`src/rtl/fechadura_pkg.sv`:
```
// Shared types and constants for the electronic lock.
// Used by the keypad decoder and the password checker.
package fechadura_pkg;

  localparam int N_DIGITOS = 20;
  localparam int LW = $clog2(N_DIGITOS + 1);

  typedef struct packed {
    logic [N_DIGITOS-1:0][3:0] digits;
  } senhaPac_t;

  localparam logic [3:0] DIGITO_VAZIO    = 4'hF;
  localparam logic [3:0] DIGITO_EXPIRADO = 4'hE;
  localparam logic [3:0] DIGITO_LIMPAR   = 4'hB;
  localparam logic [3:0] DIGITO_CONFIRMA = 4'hA;

  typedef enum logic [1:0] {
    FECHADA,
    VERIFICAR,
    ABERTA,
    BLOQUEADA
  } estado_t;

  typedef enum logic [1:0] {
    EV_CONFIRMA,
    EV_LIMPAR,
    EV_EXPIRADO
  } evento_t;

endpackage

```
`src/rtl/verificador_de_senha_if.sv`:
```
// Digit-buffer event channel from the keypad decoder.
// The decoder drives it; the checker consumes it.
interface verificador_de_senha_if;
  import fechadura_pkg::*;

  senhaPac_t digitos_value;
  logic      digitos_valid;

  modport master (
    output digitos_value,
    output digitos_valid
  );

  modport slave (
    input digitos_value,
    input digitos_valid
  );

endinterface

```
`src/rtl/analisador_de_entrada.sv`:
```
// Classifies a digit buffer: event kind, length,
// and whether it is a well-formed password.
module analisador_de_entrada
  import fechadura_pkg::*;
#(
  parameter int MIN_DIGITOS = 4,
  parameter int MAX_DIGITOS = 12
) (
  input  senhaPac_t         entrada_i,
  output evento_t           evento_o,
  output logic [LW-1:0]     len_o,
  output logic              bem_formado_o
);

  logic todos_e;
  logic todos_b;
  logic fim;
  logic cauda_ok;
  logic numeros_ok;
  logic [LW-1:0] len;

  always_comb begin
    todos_e    = 1'b1;
    todos_b    = 1'b1;
    fim        = 1'b0;
    cauda_ok   = 1'b1;
    numeros_ok = 1'b1;
    len        = '0;
    for (int i = 0; i < N_DIGITOS; i++) begin
      if (entrada_i.digits[i] != DIGITO_EXPIRADO)
        todos_e = 1'b0;
      if (entrada_i.digits[i] != DIGITO_LIMPAR)
        todos_b = 1'b0;
      if (!fim && entrada_i.digits[i] != DIGITO_VAZIO) begin
        len = len + LW'(1);
        if (entrada_i.digits[i] > 4'd9)
          numeros_ok = 1'b0;
      end else begin
        fim = 1'b1;
        // anything typed after the first gap is garbage
        if (entrada_i.digits[i] != DIGITO_VAZIO)
          cauda_ok = 1'b0;
      end
    end
  end

  always_comb begin
    evento_o = EV_CONFIRMA;
    unique case (1'b1)
      todos_e: evento_o = EV_EXPIRADO;
      todos_b: evento_o = EV_LIMPAR;
      default: evento_o = EV_CONFIRMA;
    endcase
  end

  assign len_o = len;
  assign bem_formado_o = cauda_ok && numeros_ok
                      && len >= LW'(MIN_DIGITOS)
                      && len <= LW'(MAX_DIGITOS);

endmodule

```
`src/rtl/verificador_de_senha.sv`:
```
// Password check, lock actuator, retry lockout and
// reprogramming for the electronic lock.
module verificador_de_senha
  import fechadura_pkg::*;
#(
  parameter senhaPac_t SENHA_PADRAO =
    senhaPac_t'(80'hFFFF_FFFF_FFFF_FFFF_1234),
  parameter int MAX_TENTATIVAS = 3,
  parameter int T_ABERTA       = 5000,
  parameter int T_BLOQUEIO     = 30000,
  parameter int MIN_DIGITOS    = 4,
  parameter int MAX_DIGITOS    = 12,
  localparam int CW = $clog2(MAX_TENTATIVAS + 1)
) (
  input  logic                  clk,
  input  logic                  rst,
  verificador_de_senha_if.slave digitos,
  input  logic                  prog,
  output logic                  teclado_enable,
  output logic                  tranca,
  output logic                  senha_ok,
  output logic                  senha_erro,
  output logic                  senha_nova,
  output logic                  bloqueado,
  output logic [CW-1:0]         tentativas
);

  localparam int T_MAX =
    (T_ABERTA > T_BLOQUEIO) ? T_ABERTA : T_BLOQUEIO;
  localparam int TW = $clog2(T_MAX + 1);

  estado_t       estado_q;
  senhaPac_t     senha_q;
  senhaPac_t     entrada_q;
  logic          bf_q;
  logic          pend_q;
  logic [TW-1:0] timer_q;
  logic [CW-1:0] tent_q;
  logic          tranca_q;
  logic          teclado_q;
  logic          bloq_q;
  logic          ok_q;
  logic          erro_q;
  logic          nova_q;

  evento_t       evento;
  logic [LW-1:0] len;
  logic          bf;

  analisador_de_entrada #(
    .MIN_DIGITOS (MIN_DIGITOS),
    .MAX_DIGITOS (MAX_DIGITOS)
  ) u_analisador (
    .entrada_i     (digitos.digitos_value),
    .evento_o      (evento),
    .len_o         (len),
    .bem_formado_o (bf)
  );

  logic          confirma;
  logic          match;
  logic          expira;
  logic [CW-1:0] tent_d;

  assign confirma = digitos.digitos_valid
                 && evento == EV_CONFIRMA
                 && len != '0;
  assign match  = bf_q && (entrada_q == senha_q);
  assign expira = timer_q <= TW'(1);
  assign tent_d = tent_q + CW'(1);

  always_ff @(posedge clk) begin
    if (rst) begin
      estado_q  <= FECHADA;
      senha_q   <= SENHA_PADRAO;
      entrada_q <= SENHA_PADRAO;
      bf_q      <= 1'b0;
      pend_q    <= 1'b0;
      timer_q   <= '0;
      tent_q    <= '0;
      tranca_q  <= 1'b1;
      teclado_q <= 1'b1;
      bloq_q    <= 1'b0;
      ok_q      <= 1'b0;
      erro_q    <= 1'b0;
      nova_q    <= 1'b0;
    end else begin
      ok_q    <= 1'b0;
      erro_q  <= 1'b0;
      nova_q  <= 1'b0;
      timer_q <= (timer_q != '0) ? timer_q - TW'(1) : '0;
      unique case (estado_q)
        FECHADA: begin
          // one-cycle hold before compare keeps outputs at N+2
          if (pend_q) begin
            pend_q   <= 1'b0;
            estado_q <= VERIFICAR;
          end else if (confirma) begin
            entrada_q <= digitos.digitos_value;
            bf_q      <= bf;
            pend_q    <= 1'b1;
          end
        end
        VERIFICAR: begin
          if (match) begin
            ok_q     <= 1'b1;
            tent_q   <= '0;
            timer_q  <= TW'(T_ABERTA);
            tranca_q <= 1'b0;
            estado_q <= ABERTA;
          end else begin
            erro_q <= 1'b1;
            tent_q <= tent_d;
            if (tent_d == CW'(MAX_TENTATIVAS)) begin
              timer_q   <= TW'(T_BLOQUEIO);
              bloq_q    <= 1'b1;
              teclado_q <= 1'b0;
              estado_q  <= BLOQUEADA;
            end else begin
              estado_q <= FECHADA;
            end
          end
        end
        ABERTA: begin
          if (confirma && prog && bf) begin
            senha_q <= digitos.digitos_value;
            nova_q  <= 1'b1;
          end else if (confirma && prog) begin
            erro_q <= 1'b1;
          end
          if ((confirma && (!prog || bf)) || expira) begin
            timer_q  <= '0;
            tranca_q <= 1'b1;
            estado_q <= FECHADA;
          end
        end
        BLOQUEADA: begin
          if (expira) begin
            timer_q   <= '0;
            tent_q    <= '0;
            bloq_q    <= 1'b0;
            teclado_q <= 1'b1;
            estado_q  <= FECHADA;
          end
        end
        default: estado_q <= FECHADA;
      endcase
    end
  end

  assign teclado_enable = teclado_q;
  assign tranca         = tranca_q;
  assign senha_ok       = ok_q;
  assign senha_erro     = erro_q;
  assign senha_nova     = nova_q;
  assign bloqueado      = bloq_q;
  assign tentativas     = tent_q;

endmodule

```
`src/flat_wrapper.sv`:
```
// flat-port wrapper written by rule: the top's interface ports become plain ports
module verificador_de_senha_flat import fechadura_pkg::*;
#(
  parameter senhaPac_t SENHA_PADRAO =
    senhaPac_t'(80'hFFFF_FFFF_FFFF_FFFF_1234),
  parameter int MAX_TENTATIVAS = 3,
  parameter int T_ABERTA       = 5000,
  parameter int T_BLOQUEIO     = 30000,
  parameter int MIN_DIGITOS    = 4,
  parameter int MAX_DIGITOS    = 12,
  localparam int CW = $clog2(MAX_TENTATIVAS + 1)
)
  (clk, rst, prog, teclado_enable, tranca, senha_ok, senha_erro, senha_nova, bloqueado, tentativas, digitos_digitos_value, digitos_digitos_valid);
  verificador_de_senha_if digitos_i ();
  input  logic clk;
  input  logic rst;
  input  logic prog;
  output logic teclado_enable;
  output logic tranca;
  output logic senha_ok;
  output logic senha_erro;
  output logic senha_nova;
  output logic bloqueado;
  output logic [CW-1:0] tentativas;
  input wire logic [$bits(digitos_i.digitos_value)-1:0] digitos_digitos_value;
  input wire logic [$bits(digitos_i.digitos_valid)-1:0] digitos_digitos_valid;
  assign digitos_i.digitos_value = digitos_digitos_value;
  assign digitos_i.digitos_valid = digitos_digitos_valid;
  verificador_de_senha #(.SENHA_PADRAO(SENHA_PADRAO), .MAX_TENTATIVAS(MAX_TENTATIVAS), .T_ABERTA(T_ABERTA), .T_BLOQUEIO(T_BLOQUEIO), .MIN_DIGITOS(MIN_DIGITOS), .MAX_DIGITOS(MAX_DIGITOS)) u_core (.clk(clk), .rst(rst), .digitos(digitos_i), .prog(prog), .teclado_enable(teclado_enable), .tranca(tranca), .senha_ok(senha_ok), .senha_erro(senha_erro), .senha_nova(senha_nova), .bloqueado(bloqueado), .tentativas(tentativas));
endmodule
```
`config.mk`:
```
export PLATFORM = sky130hd
export DESIGN_NAME = verificador_de_senha_flat
export DESIGN_NICKNAME = d
export VERILOG_FILES = /design/src/rtl/fechadura_pkg.sv /design/src/rtl/verificador_de_senha_if.sv /design/src/rtl/analisador_de_entrada.sv /design/src/rtl/verificador_de_senha.sv /design/src/flat_wrapper.sv
export SDC_FILE = /design/constraint.sdc
export NUM_CORES = 1
export LEC_CHECK = 0
export BUFFER_PORTS_ARGS = -buffer_cell sky130_fd_sc_hd__clkbuf_2
export CORE_UTILIZATION = 33
export CTS_CLUSTER_SIZE = 12
export DETAILED_ROUTE_END_ITERATION = 10
export PLACE_DENSITY = 0.52
export SLEW_MARGIN = 20
export SYNTH_ARGS = -nofsm -noshare
export SYNTH_HDL_FRONTEND = slang
export SYNTH_SLANG_ARGS = --single-unit
```
`constraint.sdc`:
```
create_clock -name clk -period 18.35 [get_ports clk]
set_clock_uncertainty 0.2 [all_clocks]
set_input_delay 3.67 -clock clk [delete_from_list [all_inputs] [get_ports clk]]
set_output_delay 3.67 -clock clk [all_outputs]
set_load 0.02 [all_outputs]
```
==> impl_metrics.toml <==
[outcome]
outcome = "completed"

[die]
start_util_pct = 33.85
die_x_um = 185.6
rows = 66
die_h_um = 185.6
core_um2 = 32870
pin_count = 92
dieArea_um2 = 34460

[cts]
tritoncts = "done"
clkTransAtPathRegs_ns = 0.08
numCtsBuffers = 17
cts.sinks = 187
clk_latency_ns = 0.46
cts_hold_buf = 0
htree_levels = 4
cts_root_buf = "clkbuf_16"
postCtsSetupRepairBufs = 0
clockBufferDepth = 2
cts_resized = 0

[min_path]
min_path_type = "flop to flop"

[sta]
hold_violations = 0
setup_tns_ns = 0
worst_pin_slew_ns = 1.004
rsz0062_at_grt = "false"
setup_viol = 0
slew_violations = 0
fin_crit_ns = 16.58
hold_ws_ns = 0.2790
relSlewSlack_pct = 33.03
timing.final.crit_share_pct = 90.34
fmax_mhz = 60.32

[synthesis]
syn_area_per_cell_um2 = 8.176
netlist_instances = 1361
ys_warn_count = 0
synth_area_leader_cell = "dfxtp_1"
synth_top_area_share_pct = 33.64
synth_cell_type_count = 76
synth_ff_type = "dfxtp_1"
yosys_register_bits = 187
async_flop_share_pct = 0
synth_top_cells_by_count = "dfxtp_1, nand3_1, nand2_1"
yosysSeqAreaShare_pct = 33.64
yosysMostFrequentCell = "dfxtp_1"
synth_edf_count = 0
synth.area.top_cells = "dfxtp_1, nand3_1, mux2i_1"
netlist_area_um2 = 11130
syn_nets = 1471

[placement]
post-dp-hpwl_um = 28560
numPortBuffers = 91
place.gp.congestion = 0.9570
dpl-instance-area_um2 = 11870

[worst_setup_path]
cp_slowest_stage_delay_ns = 0.85
critical_path_class = "input port to flop"
path_common_cell = "ha_1"
crit_slowest_cell = "and4b_4"
required_ns = 18.46
cp_max_fo = 60
worstSetupStartpointType = "input port"
endpoint_kind = "flop"
arrival_ns = 16.68

[job]
cap_violations = 0

[detailed_routing]
dr.first_iter.drc_count = 866
wl_per_cell_um = 20.91
vias_per_cell = 5.613
num_vias = 10440
drc = 0
routed_wl_um = 38890
drt_pass1_iterations = 5
antenna_left = 0

[power]
ir_drop_uv = 75.73
powerDensity_nw_per_um2 = 137.3
p_leak_nw = 4.858
totalPowerFinal_mw = 1.715

[global_routing]
grt_overflow = 0
grt_first_pass_wirelength_um = 58650
grt.met3_usage_pct = 4.167
grt_antenna_before_repair = 1
grt_use_met2_pct = 35.70
grtUsageTotal_pct = 22.78
grtUsageMet1_pct = 32.29
grt_max_degree = 82
top_usage_layer = "met2"
grt_pass1_vias = 9605

[finish]
drive_above_1_share_pct = 11.50
nNetsFinal = 1514
area_growth_pct = 12.25
fin_area_um2 = 12490
-- placed cells by master (no fill, tap or decap), types with 17 or more instances in the layout --
cell type    n
clkbuf_16   17
a21oi_1     51
nand3_1    175
nor2_1      79
dfxtp_1    187
clkbuf_2    91
inv_1       52
ha_1        26
nor3_1      17
nor4bb_1    18
xnor2_1     40
nand4_1     46
o21ai_0     57
xor2_1      39
mux2i_1     80
nand2_1    134
o21ai_1     64
-- metrics by stage --
stage          util [%]  setup WS, ns  cells
3_3_place_gp      36.10         1.791   1827
2_1_floorplan         -         3.219   1361
6_report          38.00         1.772   1860
4_1_cts           37.99         1.930   1859
3_5_place_dp      36.10         1.467   1827
5_1_grt           37.99        0.8174   1859
-- cell families after synthesis --
group	Yosys count	synth area share [%]
and+or+nand+nor	554	25.58
AOI/OAI and AO/OA	289	16.60
DFF	187	33.64
buffers and inverters	129	5.184
xor gates and xnor gates	89	8.186
muxes	85	7.703
adders and majority gates	28	3.104
-- metal layers --
layer / vias to the layer above / wire length [um]
met1: 5000 / 18470
met5: - / 0
li1: 5068 / -
met2: 349 / 17240
met4: 0 / 548
met3: 24 / 2629
-- final cells by class --
type,count,area (um^2)
timing repair buffer,100,548.0
tap,442,553.0
clock buffer,17,425.4
clock inverter,15,195.2
multi-input combinational,1045,6820
antenna,1,2.502
inverter,53,201.4
sequential,187,3744
fill,3502,20380
-- critical path, delay by kind of cell --
| kind | cells | cell delay [ns] |
|---|---|---|
| AND/OR/NAND/NOR | 16 | 2.94 |
| adder cells (fa/ha/maj) | 16 | 4.61 |
| multiplexers | 9 | 1.72 |
| XOR/XNOR | 3 | 0.70 |
| AO/OA/AOI/OAI | 13 | 2.03 |
| buffers and inverters | 5 | 0.91 |
-- final timing paths --
check,from,to,slack (ns),depth (start not counted)
max,digitos_digitos_value[6],u_core.entrada_q[17],1.77,62
min,u_core.teclado_enable,u_core.teclado_enable,0.28,2
max reg2reg,u_core.entrada_q[3],u_core.timer_q[5],14.72,10
min reg2reg,u_core.teclado_enable,u_core.teclado_enable,0.28,2
-- flip-flops by register name (all words and copies together), names as in the netlist --
| signal | flops |
|---|---|
| u_core.bf_q | 1 |
| u_core.pend_q | 1 |
| u_core.tranca | 1 |
| u_core.timer_q | 15 |
| u_core.entrada_q | 80 |
| u_core.senha_nova | 1 |
| u_core.senha_q | 80 |
| u_core.tentativas | 2 |
| u_core.senha_ok | 1 |
| u_core.teclado_enable | 1 |
| u_core.bloqueado | 1 |
| u_core.estado_q | 2 |
| u_core.senha_erro | 1 |
-- where the power goes --
group / internal [mW] / total, mW / switching (mW) / leakage (nW)
combinational: 0.342 / 0.805 / 0.463 / 3.03
sequential: 0.477 / 0.521 / 0.0432 / 1.53
clock: 0.198 / 0.390 / 0.192 / 0.296
Note: power is estimated with default switching activity, not from simulation.
